[config.mk]
export PLATFORM = sky130hd
export DESIGN_NAME = led_pwm_fader
export DESIGN_NICKNAME = d
export VERILOG_FILES = /design/src/rtl/led_pwm_fader.sv
export SDC_FILE = /design/constraint.sdc
export NUM_CORES = 1
export LEC_CHECK = 0
export ABC_AREA = 1
export BUFFER_PORTS_ARGS = -buffer_cell sky130_fd_sc_hd__clkbuf_2
export CORE_ASPECT_RATIO = 0.6
export CORE_MARGIN = 2
export CORE_UTILIZATION = 52
export DETAILED_ROUTE_END_ITERATION = 10
export PLACE_DENSITY = 0.72
export SYNTH_ARGS = -nofsm -noshare
export SYNTH_HDL_FRONTEND = slang
export SYNTH_SLANG_ARGS = --single-unit
[constraint.sdc]
create_clock -name clk -period 3.1 [get_ports clk]
set_input_delay 0.465 -clock clk [delete_from_list [all_inputs] [get_ports clk]]
set_output_delay 0.465 -clock clk [all_outputs]
set_load 0.02 [all_outputs]
[src/rtl/led_pwm_fader.sv]
// Four-channel LED PWM driver with per-period duty fading toward an on/off target.
// Define LED_PWM_FADER_FADE_EN to ramp duty by FADE_STEP; otherwise duty jumps straight to target.
module led_pwm_fader #(
   parameter int PWM_BITS  = 8,
   parameter int PRESC     = 196,
   parameter int FADE_STEP = 1
) (
   input  logic       clk,
   input  logic       reset,
   input  logic [3:0] level,
   input  logic       enable,
   output logic [3:0] led_out,
   output logic       busy,
   output logic       period_strobe
);

   localparam int                PW         = (PRESC > 1) ? $clog2(PRESC) : 1;
   localparam logic [PWM_BITS-1:0] MAX      = '1;
   localparam logic [PW-1:0]     PRESC_LAST = PW'(PRESC - 1);
`ifdef LED_PWM_FADER_FADE_EN
   localparam logic [PWM_BITS:0] STEP_X     = (PWM_BITS + 1)'(FADE_STEP);
`endif

   if (PRESC < 1 || FADE_STEP < 1 || FADE_STEP > (2 ** PWM_BITS) - 1) begin : g_param_check
      $error("led_pwm_fader: illegal PRESC or FADE_STEP");
   end

   logic [PW-1:0]                presc_q, presc_d;
   logic [PWM_BITS-1:0]          pwm_cnt_q, pwm_cnt_d;
   logic [3:0][PWM_BITS-1:0]     duty_q, duty_d;
   logic [3:0][PWM_BITS-1:0]     target;
   logic [3:0]                   led_q, led_d;
   logic                         strobe_q, strobe_d;
   logic                         tick;
   logic                         boundary;

   // One period step of a channel's duty; the extra bit keeps the upward sum from wrapping.
   function automatic logic [PWM_BITS-1:0] next_duty(input logic [PWM_BITS-1:0] cur,
                                                     input logic [PWM_BITS-1:0] tgt);
`ifdef LED_PWM_FADER_FADE_EN
      logic [PWM_BITS:0] cur_x;
      logic [PWM_BITS:0] tgt_x;
      logic [PWM_BITS:0] up_x;
      cur_x = {1'b0, cur};
      tgt_x = {1'b0, tgt};
      up_x  = cur_x + STEP_X;
      if (cur_x < tgt_x) begin
         return (up_x >= tgt_x) ? tgt : up_x[PWM_BITS-1:0];
      end
      if (cur_x > tgt_x) begin
         return (cur_x <= tgt_x + STEP_X) ? tgt : (cur - STEP_X[PWM_BITS-1:0]);
      end
      return cur;
`else
      return (cur == tgt) ? cur : tgt;
`endif
   endfunction

   always_comb begin
      for (int i = 0; i < 4; i++) begin
         target[i] = level[i] ? MAX : '0;
      end
   end

   always_comb begin
      tick      = enable && (presc_q == PRESC_LAST);
      boundary  = tick && (pwm_cnt_q == MAX);
      presc_d   = presc_q;
      pwm_cnt_d = pwm_cnt_q;
      duty_d    = duty_q;
      led_d     = '0;
      strobe_d  = boundary;
      if (enable) begin
         presc_d = tick ? '0 : presc_q + 1'b1;
      end
      if (tick) begin
         pwm_cnt_d = pwm_cnt_q + 1'b1;
      end
      // Full duty is special-cased so MAX really means always on.
      for (int i = 0; i < 4; i++) begin
         led_d[i] = enable && ((duty_q[i] == MAX) || (pwm_cnt_q < duty_q[i]));
         if (boundary) begin
            duty_d[i] = next_duty(duty_q[i], target[i]);
         end
      end
   end

   always_comb begin
      busy = 1'b0;
      for (int i = 0; i < 4; i++) begin
         if (duty_q[i] != target[i]) begin
            busy = 1'b1;
         end
      end
   end

   always_ff @(posedge clk or posedge reset) begin
      if (reset) begin
         presc_q   <= '0;
         pwm_cnt_q <= '0;
         duty_q    <= '0;
         led_q     <= '0;
         strobe_q  <= 1'b0;
      end else begin
         presc_q   <= presc_d;
         pwm_cnt_q <= pwm_cnt_d;
         duty_q    <= duty_d;
         led_q     <= led_d;
         strobe_q  <= strobe_d;
      end
   end

   assign led_out       = led_q;
   assign period_strobe = strobe_q;

endmodule

==> impl_metrics.toml <==
[yosys]
ys_seq_area_share_pct = 33.5
netlist_instances = 231
postSynthAreaPerCell_um2 = 8.09
ys_top_cells_by_area = "dfrtp_1, ha_1, nand2_1"
synth-seq-cells = 25
ys_types = 24
synth_nets = 268
yosys.area.top_type_share_pct = 33.5
synth_top_area_cell = "dfrtp_1"
ys_warn_count = 0
syn-cell-area_um2 = 1870

[status]
outcome = "finished clean"

[sta]
fmax_mhz = 567
setup_violations = 0
hold_violations = 0
rsz0062_at_grt = "false"
worst_pin_slew_ns = 0.974
slew_viol_final = 0
fin_tns_setup_ns = 0
period_share_pct = 56.9
whs_ns = 0.388
timing.final.ws_setup_ns = 1.34
period_minus_slack_ns = 1.76
slew_headroom_pct = 35.0
clock_skew_ns = 0.00282

[clock_tree]
cts_resized = 0
cts_tree = "built"
cts_made_buffers = 3
cts_sinks = 25
clkTransAtPathRegs_ns = 0.09
htreeDepth = 1
cts_setup_buffers = 0
cts-root-buf = "clkbuf_8"
insertion_delay_ns = 0.27
cts_buffer_depth = 2
holdBufCountCts = 0

[routing]
drt_pass1_iterations = 5
drtIter0Drc = 82
route.met3.wl_um = 194
wl_met1_um = 2020
wl_met2_um = 1350
top_layer = "met3"
wire_per_inst_um = 12.2
vias_per_cell = 4.90
wl_um = 3560
drc = 0
vias = 1427
detail-route-antenna-nets = 0

[layout]
final_cell_mix = "nand2_1, ha_1, inv_1, dfrtp_1, a21oi_1"
final.fill_count = 314
syn_to_final_growth_pct = 8.24
final_common_cell = "nand2_1"
instances_no_fill = 291
nets = 284
drive_above_1_share_pct = 12.6
diodes = 0

[power]
ir_drop_mv = 0.282
seqPwrFrac_pct = 47.4
p_sw_share_pct = 37.7
power_density_nw_per_um2 = 484
switching_power_mw = 0.369
combPwrFrac_pct = 32.3
clkPwrFrac_pct = 20.4
p_int_mw = 0.610
p_leak_nw = 1.07

[critical_path]
critPathCaptureType = "output port"
crit_start = "duty_q[22]"
cp.required_ns = 2.63
setup.worst_path.class = "flip-flop to output port"
startpoint_type = "flip-flop"
crit_fanout = 4
worst_ep_arrival_time_ns = 1.30
r2r-start = "pwm_cnt_q[1]"

[global_routing]
grt_first_pass_wirelength_um = 6600
grt_start_max_net_pins = 26
antenna_found_initial = 0
grt_usage_pct = 21.0
grt_overflow_total = 0
grt_pass1_vias = 1384

[placement]
dp_hpwl_um = 2780
dp_slack_ns = 1.47
dp.cells = 287
placement.io_buffers = 12
place.gp.congestion = 0.778

[floorplan]
dieHeight_um = 50.4
die_area_um2 = 4100
num_io_pins = 13
initial_core_util_pct = 55.9
die_w_um = 81.4
core_um2 = 3340
rows = 16

[run]
maxCapViolCount = 0

[hold_path]
hp-class = "primary input to async pin"
-- critical path, stage by stage (launching register included) --
cell	delay, ns
dfrtp_1	0.43
xor2_1	0.20
nor3_1	0.18
nand2_1	0.07
clkbuf_2	0.15
-- final timing paths --
kind	slack, ns	to	cells past startpoint
setup reg to reg	1.48	duty_q[30]	8
hold reg to reg	0.52	presc_q[1]	2
max in group asynchronous	2.12	pwm_cnt_q[1]	2
hold / removal	0.39	duty_q[6]	2
min in group clk	0.42	duty_q[22]	3
setup / recovery	1.34	busy	4
-- state kept, by name (all words and copies together) (netlist names) --
name           count
presc_q            8
period_strobe      1
duty_q             4
pwm_cnt_q          8
led_out            4
-- cells in the mapped netlist, drive strengths merged --
master / instances
nand2: 69
ha: 30
inv: 30
dfrtp: 25
a21oi: 19
nor2: 18
xor2: 9
nand3: 7
o21ai: 6
nand4: 5
xnor2: 5
o21a: 4
nor3: 2
buf: 1
clkinv: 1
-- stage by stage --
stage / power [mW] / utilization (%) / cell area [um^2]
after global routing: 1.08 / 60.5 / 2020
after floorplan: 0.712 / - / 1870
after CTS: 0.988 / 60.5 / 2020
after global placement: 0.778 / 59.0 / 1970
final: 0.978 / 60.5 / 2020
after detailed placement: 0.787 / 59.0 / 1970
-- routing by layer --
layer,up-vias,GRT usage (%)
met1,621,32.9
met5,-,0
li1,780,-
met4,0,1.98
met2,26,30.1
met3,0,5.04
-- power by group through the flow --
stage | Clock [mW] | Sequential, mW | Combinational (mW)
final | 0.199 | 0.463 | 0.316
after global routing | 0.221 | 0.477 | 0.382
after CTS | 0.205 | 0.462 | 0.321
after detailed placement | 0 | 0.468 | 0.319
after global placement | 0 | 0.467 | 0.311
after floorplan | 0 | 0.449 | 0.262
-- kinds of logic (layout without fill, tap and decap cells) --
family / Yosys count / in the layout / synth area share, %
AOI/OAI and AO/OA: 29 / 29 / 8.71
xor gates and xnor gates: 14 / 14 / 6.97
adders and majority gates: 30 / 30 / 20.1
buffers and inverters: 32 / 47 / 6.90
DFF: 25 / 25 / 33.5
and+or+nand+nor: 101 / 101 / 23.8
-- area by class of cell --
class | instances | area [um^2] | area share (%)
Clock inverter | 1 | 7.51 | 0.371
Inverter | 31 | 118 | 5.82
Multi-Input combinational cell | 174 | 1110 | 55.1
Tap cell | 45 | 56.3 | 2.78
Timing Repair Buffer | 12 | 60.1 | 2.97
Clock buffer | 3 | 41.3 | 2.04
Sequential cell | 25 | 626 | 30.9
No activity file was read; power rests on OpenSTA's default activity.
